## src/rtl/midi_event_framer.sv

```systemverilog
// Frames a raw MIDI byte stream into channel-voice events (status + up to two data bytes)
// and queues them on a valid/ack interface for the voice-allocation logic.
module midi_event_framer #(
    parameter int unsigned FIFO_DEPTH          = 4,
    parameter bit          NOTE_ON_ZERO_TO_OFF = 1'b1
) (
    input  logic                          clk,
    input  logic                          rst_n,
    input  logic                          byte_valid,
    input  logic [7:0]                    byte_data,
    input  logic                          midi_event_ack,
    output logic                          midi_event_valid,
    output logic [7:0]                    midi_command,
    output logic [6:0]                    midi_parameter_1,
    output logic [6:0]                    midi_parameter_2,
    output logic                          overflow,
    output logic [$clog2(FIFO_DEPTH):0]   fifo_level
);

    localparam int unsigned PW = $clog2(FIFO_DEPTH);
    localparam int unsigned LW = PW + 1;

    logic [7:0]  running_status;
    logic        data_count;
    logic [6:0]  p1_hold;
    logic        sysex;

    logic        is_data;
    logic        accept_data;
    logic        two_param;
    logic        complete;
    logic [7:0]  evt_command;
    logic [6:0]  evt_p1;
    logic [6:0]  evt_p2;

    logic [21:0] mem [FIFO_DEPTH];
    logic [PW-1:0] wr_ptr;
    logic [PW-1:0] rd_ptr;
    logic        pop;
    logic        full;
    logic        wr_en;
    logic        drop;
    logic [21:0] head;

    assign is_data     = ~byte_data[7];
    assign accept_data = ~sysex && (running_status != 8'h00);
    assign two_param   = ~((running_status[7:4] == 4'hC) || (running_status[7:4] == 4'hD));
    assign complete    = byte_valid && is_data && accept_data && (data_count || ~two_param);

    always_comb begin
        evt_command = running_status;
        evt_p1      = byte_data[6:0];
        evt_p2      = '0;
        if (data_count) begin
            evt_p1 = p1_hold;
            evt_p2 = byte_data[6:0];
        end
        if (NOTE_ON_ZERO_TO_OFF && (running_status[7:4] == 4'h9) && (evt_p2 == 7'h00)) begin
            evt_command = {4'h8, running_status[3:0]};
        end
    end

    // Real-time bytes (F8-FF) fall through every branch and leave the parser untouched.
    always_ff @(posedge clk or negedge rst_n) begin
        if (!rst_n) begin
            running_status <= '0;
            data_count     <= 1'b0;
            p1_hold        <= '0;
            sysex          <= 1'b0;
        end else if (byte_valid) begin
            if (!is_data) begin
                if (byte_data < 8'hF0) begin
                    running_status <= byte_data;
                    data_count     <= 1'b0;
                    sysex          <= 1'b0;
                end else if (byte_data == 8'hF0) begin
                    running_status <= '0;
                    data_count     <= 1'b0;
                    sysex          <= 1'b1;
                end else if (byte_data < 8'hF8) begin
                    running_status <= '0;
                    data_count     <= 1'b0;
                    sysex          <= 1'b0;
                end
            end else if (accept_data) begin
                if (data_count) begin
                    data_count <= 1'b0;
                end else if (two_param) begin
                    p1_hold    <= byte_data[6:0];
                    data_count <= 1'b1;
                end
            end
        end
    end

    assign pop   = midi_event_valid && midi_event_ack;
    assign full  = (fifo_level == LW'(FIFO_DEPTH));
    assign wr_en = complete && (~full || pop);
    assign drop  = complete && ~wr_en;

    always_ff @(posedge clk) begin
        if (wr_en) begin
            mem[wr_ptr] <= {evt_command, evt_p1, evt_p2};
        end
    end

    always_ff @(posedge clk or negedge rst_n) begin
        if (!rst_n) begin
            wr_ptr     <= '0;
            rd_ptr     <= '0;
            fifo_level <= '0;
            overflow   <= 1'b0;
        end else begin
            overflow <= drop;
            if (wr_en) begin
                wr_ptr <= wr_ptr + 1'b1;
            end
            if (pop) begin
                rd_ptr <= rd_ptr + 1'b1;
            end
            if (wr_en && !pop) begin
                fifo_level <= fifo_level + 1'b1;
            end else if (pop && !wr_en) begin
                fifo_level <= fifo_level - 1'b1;
            end
        end
    end

    // Head fields are masked while empty so reset shows zeros without resetting the storage.
    assign midi_event_valid = (fifo_level != '0);
    assign head             = mem[rd_ptr];
    assign midi_command     = midi_event_valid ? head[21:14] : '0;
    assign midi_parameter_1 = midi_event_valid ? head[13:7]  : '0;
    assign midi_parameter_2 = midi_event_valid ? head[6:0]   : '0;

endmodule

```

## config.mk

```make
export PLATFORM = sky130hd
export DESIGN_NAME = midi_event_framer
export DESIGN_NICKNAME = d
export VERILOG_FILES = /design/src/rtl/midi_event_framer.sv
export SDC_FILE = /design/constraint.sdc
export NUM_CORES = 1
export LEC_CHECK = 0
export CELL_PAD_IN_SITES_DETAIL_PLACEMENT = 1
export CELL_PAD_IN_SITES_GLOBAL_PLACEMENT = 2
export CORE_ASPECT_RATIO = 1.4
export CORE_MARGIN = 10
export CORE_UTILIZATION = 40
export DETAILED_ROUTE_END_ITERATION = 8
export PLACE_DENSITY = 0.73
export SYNTH_ARGS = -nofsm -noshare
export SYNTH_HDL_FRONTEND = slang
export SYNTH_SLANG_ARGS = --single-unit
export TNS_END_PERCENT = 1
```

## constraint.sdc

```tcl
create_clock -name clk -period 2.8 [get_ports clk]
set_input_delay 0.56 -clock clk [delete_from_list [all_inputs] [get_ports clk]]
set_output_delay 0.56 -clock clk [all_outputs]
set_load 0.01 [all_outputs]
```

* Word-level counts from Yosys, hierarchy flattened
Memory sizes are Yosys's and may differ from the RTL's.
Cells that the tools add are included.
** Operators by class
- Eq/ne operators :: 6
- $lt $le $gt $ge :: 2
- Bitwise logic cells :: 6
- $add $sub $neg :: 4
- Reductions and logical operators :: 24
- Multiplexer cells :: 22
** Operators with widths (count)
- 2-to-1 mux 8 bit :: 5
- 2-to-1 mux 7 bit :: 4
- < comparator 8 bit (second input constant) :: 2
- == test 4 bit (second input constant) :: 3
- 2-to-1 mux 1 bit :: 11
- logical AND 1 bit :: 10
- == test 8 bit (second input constant) :: 1
- nonzero test 8 bit :: 1
- logical NOT 7 bit :: 1
- 2-to-1 mux 3 bit :: 2
- inverter 1 bit :: 6
- AND reduction 3 bit :: 2
- nonzero test 3 bit :: 2
- AND reduction 5 bit :: 1
- adder 2 x 1 -> 2 bit (second input constant) :: 2
- != test 4 x 1 -> 1 bit (second input constant) :: 1
- nonzero test 2 bit :: 2
- adder 3 x 1 -> 3 bit (second input constant) :: 1
- == test 3 bit (second input constant) :: 1
- logical OR 1 bit :: 3
- subtractor 3 x 1 -> 3 bit (second input constant) :: 1
- logical NOT 1 bit :: 2
** Storage, ports and cells
- Register bits after elaboration :: 25
- Logic and storage cells :: 73
- Input port bits :: 12
- Output and inout port bits :: 27
- Memories kept :: 1
- RAM bits :: 88
** Memories
- mem :: words 4, width 22, rd ports 1, clocked after Yosys merged registers in 0, write ports 1, line 36 : logic [21:0] mem [FIFO_DEPTH];

* Depth between registers and ports, before layout
Gate-level depths: netlist of the first run.
- Depth in word-level cells :: 9
- Mapped depth :: 9
- Gate-level depth less buffers :: 9

* Least setup slack after synthesis of the first run
No wires, ideal clock.
- Path kind :: input to register
- Start :: in byte_valid
- End :: reg fifo_level[2]
- Cell stages on the path :: 9
- Data required time :: 2.721 ns
- Slack :: 0.498 ns
- Buffers on the path :: 0
- Arrival time :: 2.223 ns
- Cell sequence :: nand2b_1 > a211o_1 > nor3_4 > ha_1 > inv_1 > fa_1 > xor2_1 > nor2_1 > xor2_1
** Between the ends
- Word-level cells in the longest chain between the ends :: 7
** Ends and longest elaborated chain
- from (decl) :: line 9 : input logic byte_valid,
- logical AND 1 bit (*) (3 in a row) :: line 48 : assign complete = byte_valid && is_data && accept_data && (data_count || ~two_param);
- logical AND 1 bit (*) :: line 98 : assign wr_en = complete && (~full || pop);
- net wr_en :: line 41 : logic wr_en;
- logical NOT 1 bit :: line 123 : end else if (pop && !wr_en) begin
- logical AND 1 bit :: line 123
- nonzero test 2 bit (no line)
- to (signal assigned) :: line 122 : fifo_level <= fifo_level + 1'b1;
- to (signal assigned) :: line 124 : fifo_level <= fifo_level - 1'b1;
- to (decl) :: line 17 : output logic [$clog2(FIFO_DEPTH):0] fifo_level
The timed path passes the listed nets; every way through them passes the cells marked *.
A chain may end at the register's enable or synchronous reset.

* Worst setup path after layout of the first run
- Start :: reg rd_ptr[0]
- End :: out midi_parameter_2[1]
** Between the ends
- Word-level cells in the longest chain between the ends :: 2
** Ends and longest elaborated chain
- from (decl) :: line 38 : logic [PW-1:0] rd_ptr;
- from (signal assigned) :: line 119 : rd_ptr <= rd_ptr + 1'b1;
- memory (4 x 22 bit)
- 2-to-1 mux 7 bit :: line 134 : assign midi_parameter_2 = midi_event_valid ? head[6:0] : '0;
- to (decl) :: line 15 : output logic [6:0] midi_parameter_2,
No other way between the ends.

==> results_dict.tcl, run 1 <==
set metrics [dict create \
    reg2reg_from "running_status[1]$_DFFE_PN0P_" \
    syn-cell-area_um2 4679 \
    grt_pass1_vias 2886 \
    final_area_um2 6100 \
    reg2reg_to "fifo_level[1]$_DFFE_PN0P_" \
    internal-power_mw 4.583 \
    fin_crit_ps 2707 \
    cts_tree "done" \
    nets 354 \
    slew_viol_final 0 \
    synth_area_leaders "edfxtp_1 (56%), dfrtp_1 (13%), mux4_2 (11%), and2_1 (4.4%), mux2_4 (2.2%)" \
    drt-pass1-iter-count 4 \
    synthFlopType "edfxtp_1" \
    clockBufferDepth 2 \
    clk_pin_slew_worst_paths_ps 50 \
    crit_path_start "rd_ptr[0]$_DFFE_PN0P_" \
    port_buffers 38 \
    clock-sinks 113 \
    fillCellCount 1051 \
    dp_cells 452 \
    die_h_um 148.0 \
    io_pins 39 \
    synth-seq-cells 113 \
    yosysMostFrequentCell "edfxtp_1" \
    leakage_nw 2.323 \
    num_vias 2581 \
    die_area_um2 16490 \
    crit_path_end "midi_parameter_2[1]" \
    drive_above_1_share 0.2894 \
    worstPathArrival_ps 2150 \
    yosysTopAreaCell "edfxtp_1" \
    p_switching_mw 1.691 \
    finClkSkew_ps 7.707 \
    setup_viol 0 \
    syn_inst 265 \
    rsz0062_at_grt "false" \
    globalRouteTotalUtil 0.1303 \
    report.final.hold_viol_count 0 \
    crit_fanout 8 \
    async_flop_share 0.2212 \
    initial_core_util 0.4106 \
    period_share 0.9668 \
    cts_buffers 17 \
    cp-start-kind "flop" \
    crit_type "reg -> out" \
    gp_congestion 0.7728 \
    cts_hold_buffers 0 \
    ant_nets 0 \
    required_ps 2240 \
    pwr-share-seq 0.344 \
    antenna_found_initial 0 \
    ys_types 34 \
    worst_pin_slew_ps 507.5 \
    power.density_nw_per_um2 1029 \
    area_delta_synth_final_pct 30.35 \
    grt_max_degree 26 \
    combPwrFrac 0.301 \
    antenna_cells 0 \
    r2r_setup_slack_ps 470 \
    rows 46 \
    hpwl_um 6537 \
    clock.fmax_ghz 0.3694 \
    synthTopCellsByCount "edfxtp_1 (88), and2_1 (33), dfrtp_1 (25)" \
    max-vdd-ir-drop_v 0.0004724 \
    endpoint_kind "primary output" \
    drt-initial-drc-count 86 \
    routed_wl_um 10430 \
    setup_tns_ps 0 \
    min-delay-start "p1_hold[1]$_DFFE_PN0P_" \
    grt_pass1_wl_um 16500 \
    synth-edff-count 88 \
    wl_per_cell_um 21.16 \
    min_path_type "reg -> reg" \
    via_per_inst 5.235 \
    clkLatencyLatePin_ps 410 \
    slew_headroom 0.6585 \
    clkPwrFrac 0.355 \
    dpl_cell_area_um2 5380 \
    synth.net_count 283 \
    grt_overflow_total 0 \
    root_buffer "clkbuf_16" \
    reg2regPathDepth 7 \
    seq_area_frac_synth 0.6984 \
    yosysWarnings 0 \
    status "finished clean" \
    final_cells 493 \
    p_sw_frac 0.2695 \
    avgSynthCellArea_um2 17.66 \
    max_cap_viol_count 0 \
    design.core.area_um2 11400 \
    route.detailed.drc 0 \
    htree_levels 4 \
    whs_ps 511.8 \
    synth_top_area_frac 0.5647 \
    die_w_um 111.4 \
]
==> cell families after synthesis <==
logic type	Yosys count	share of synthesized area
AND/OR/NAND/NOR	69	0.08636
adder cells (fa/ha/maj)	6	0.01765
flip-flops	113	0.6984
AO/OA/AOI/OAI	14	0.01845
multiplexers	38	0.1500
XOR/XNOR	6	0.01123
buffers and inverters	19	0.01791
==> state kept, by name (all words and copies together), names as in the netlist <==
register        flops
mem                88
running_status      8
p1_hold             7
fifo_level          3
rd_ptr              2
wr_ptr              2
data_count          1
overflow            1
sysex               1
==> area by class of cell <==
cell class,count,area [um2],area share
Sequential cell,113,3269,0.5360
Clock inverter,15,192.7,0.03159
Tap cell,144,180.2,0.02954
Inverter,5,18.77,0.003077
Timing Repair Buffer,66,685.7,0.1124
Clock buffer,17,425.4,0.06974
Multi-Input combinational cell,133,1328,0.2176
==> power groups by stage <==
stage	sequential (mW)	clock (mW)	combinational (mW)
after floorplan	2.15	0	1.04
after global placement	2.17	0	1.86
after detailed placement	2.18	0	1.89
after CTS	2.15	2.26	1.83
after global routing	2.19	2.35	2.06
final	2.16	2.23	1.89
==> per-stage QoR <==
step	power [mW]	setup WS, ps	util
final	6.274	93.00	0.5352
after global routing	6.595	4.592	0.5352
after CTS	6.239	-28.23	0.5253
after detailed placement	4.069	32.06	0.4721
after global placement	4.027	67.01	0.4721
after floorplan	3.189	498.3	-
==> per-layer routing <==
layer,global-route usage,share of wire
met1,0.1418,0.41
met2,0.2233,0.54
met3,0.04334,0.038
met4,0.06186,0.018
met5,0,0
==> critical path, cell delays in order (launching register included) <==
cell	delay (ps)
dfrtp_2	450
buf_12	170
mux4_2	480
and2_1	160
clkdlybuf4s50_1	470
==> placed cells by master (no fill, tap or decap), types with 2 or more instances in the layout <==
cell	count
clkbuf_16	18
mux2_2	8
nand3_1	3
dlymetal6s2s_1	8
buf_12	5
dlygate4sd2_1	10
xnor2_1	4
inv_1	5
ha_1	5
nor2_1	3
o21ai_0	9
clkinvlp_4	4
dfrtp_1	24
and2_1	33
clkdlybuf4s50_1	20
clkinv_4	2
buf_4	21
nand4_1	2
nor4_1	2
clkinv_2	5
nand2_1	18
edfxtp_1	88
mux2_4	7
xor2_1	2
bufinv_16	4
mux4_2	22
==> what timing repair did <==
action | 4_1_cts | 5_1_grt
endpoints found under the setup margin | 12 | 12
resized for setup | 10 | 11
cloned | 0 | 1
setup buffers | 0 | 8
==> worst min-delay path by stage <==
stage / depth (start not counted) / slack [ps] / end
after floorplan: 0 / 260 / data_count$_DFFE_PN0P_
after global placement: 2 / 480 / sysex$_DFFE_PN0P_
after detailed placement: 2 / 470 / sysex$_DFFE_PN0P_
after CTS: 1 / 510 / p1_hold[4]$_DFFE_PN0P_
after global routing: 2 / 530 / fifo_level[0]$_DFFE_PN0P_
final: 1 / 510 / p1_hold[1]$_DFFE_PN0P_
No activity file was read; power rests on OpenSTA's default activity.
==> run 2, diff against run 1 <==
CORE_UTILIZATION = 35   (was 40)
PLACE_DENSITY = 0.65   (was 0.73)
==> results_dict.tcl, run 2 (synthesis results as in run 1) <==
set metrics [dict create \
    port_buffers 38 \
    routed_wl_um 10580 \
    reg2regPathDepth 9 \
    m1WireLength_um 4298 \
    clock-sinks 113 \
    required_ps 2240 \
    mostFrequentLayoutCell "edfxtp_1" \
    cts_hold_buffers 0 \
    initial_core_util 0.3600 \
    antenna_found_initial 0 \
    num_vias 2501 \
    clockBufferDepth 2 \
    largest_registers "mem (88), running_status (8), p1_hold (7)" \
    grt_overflow_total 0 \
    leakage_nw 2.253 \
    endpoint_kind "primary output" \
    nets 349 \
    critical_path_cell_count 5 \
    cp_top_family "buffers and inverters" \
    gp_congestion 0.7392 \
    htree_levels 4 \
    crit_fanout 11 \
    die_h_um 156.8 \
    worstPathArrival_ps 2050 \
    path_cells "buf_12 -> buf_12 -> mux4_2 -> and2_1 -> dlygate4sd2_1" \
    cp-start-kind "flop" \
    design.core.area_um2 13000 \
    rows 49 \
    holdPathStages 2 \
    clock.fmax_ghz 0.3825 \
    via_per_inst 4.791 \
    cp_num_buf_inv 3 \
    top_layer_used "met4" \
    power.density_nw_per_um2 1020 \
    cts_buffers 17 \
    period_share 0.9337 \
    crit_path_frequent_cell "buf_12" \
    route.detailed.drc 0 \
    routed-wl-met3_um 397 \
    most-common-layout-cells "edfxtp_1 (88), and2_1 (33), dfrtp_1 (24), mux4_2 (22), dlygate4sd2_1 (22)" \
    drt-pass1-iter-count 5 \
    worst_path_largest_cell_delay_ps 500 \
    clk_pin_slew_worst_paths_ps 50 \
    top_register "mem" \
    area_delta_synth_final_pct 30.83 \
    grt_max_degree 26 \
    drt-initial-drc-count 96 \
    die_area_um2 18460 \
    grt_pass1_wl_um 16550 \
    met2_wirelength_um 5765 \
    fin_crit_ps 2614 \
    largest_reg_flops 88 \
    die_w_um 117.7 \
    max_cap_viol_count 0 \
    finalPower_mw 6.242 \
    finClkSkew_ps 10.05 \
    drive_above_1_share 0.2762 \
    globalRouteTotalUtil 0.1201 \
    min_path_type "reg -> reg" \
    wl_per_cell_um 20.26 \
    status "finished clean" \
    max-vdd-ir-drop_v 0.0004675 \
    clkLatencyLatePin_ps 400 \
    grt_pass1_vias 2817 \
    r2r_setup_slack_ps 470 \
    crit_type "reg -> out" \
    worst_pin_slew_ps 533.4 \
    root_buffer "clkbuf_16" \
    antenna_cells 0 \
    slew_headroom 0.6406 \
    ant_nets 0 \
    cts_tree "done" \
    report.final.hold_viol_count 0 \
    io_pins 39 \
    slew_viol_final 0 \
    hpwl_um 6580 \
    cpMaxStageDelayCell "mux4_2" \
    rsz0062_at_grt "false" \
    setup_viol 0 \
    setup_tns_ps 0 \
]
run 2: changes by cell type in the layout (fill, tap and decap cells not counted), sizes merged:
cell,before,now
dlygate4sd2,10,22
dlymetal6s2s,8,0
buf,27,23
clkdlybuf4s50,20,16
clkinv,7,3
clkbuf,18,20
inv,5,6
run 2: worst paths after layout:
check | startpoint | to
max | rd_ptr[0]$_DFFE_PN0P_ | midi_command[2]
min | sysex$_DFFE_PN0P_ | sysex$_DFFE_PN0P_
max reg2reg | running_status[7]$_DFFE_PN0P_ | fifo_level[2]$_DFFE_PN0P_
min reg2reg | sysex$_DFFE_PN0P_ | sysex$_DFFE_PN0P_
max in group asynchronous | rst_n | rd_ptr[0]$_DFFE_PN0P_
min in group asynchronous | rst_n | fifo_level[2]$_DFFE_PN0P_
run 2: routing by layer:
layer / global-route usage / vias to the layer above
met2: 0.2164 / 41
met4: 0.03896 / 0
li1: - / 1148
met3: 0.04141 / 10
met1: 0.1294 / 1302
met5: 0 / -
run 2: per-stage QoR:
step	instances	instance area (um2)	utilization	setup WS [ps]	hold slack (ps)
3_5_place_dp	486	5435	0.4182	3.511	472.0
6_report	522	6122	0.4710	185.7	483.7
5_1_grt	522	6122	0.4710	115.7	526.3
4_1_cts	522	6122	0.4710	159.8	483.2
2_1_floorplan	265	4679	-	498.3	264.4
3_3_place_gp	486	5435	0.4182	53.78	471.0
run 2: worst register-to-register path, stage by stage (launching register included):
cell and delay [ps]:
dfrtp_1 500, nor4_2 120, a211o_1 370, nor3_4 210, ha_1 190, inv_1 70, fa_1 390, xor2_1 160
nor2_1 120, xor2_1 150
run 2: layout make-up:
cell class / instances / area (um2)
inverters: 5 / 18.77
clock inverters: 12 / 181.4
clock buffers: 20 / 456.7
well taps: 178 / 222.7
flip-flops and latches: 113 / 3269
fillers: 1309 / 6875
multi-input cells: 133 / 1328
repair buffers: 61 / 645.6
run 2: where the power goes:
| group | switching, mW | internal (mW) |
|---|---|---|
| Combinational | 0.782 | 1.01 |
| Clock | 0.749 | 1.54 |
| Sequential | 0.136 | 2.02 |
| Total | 1.67 | 4.57 |
run 2: timing repair:
action / in CTS / in global routing
buffers inserted: 3 / 0
resized for setup: 24 / 0
setup endpoints to repair: 22 / 0
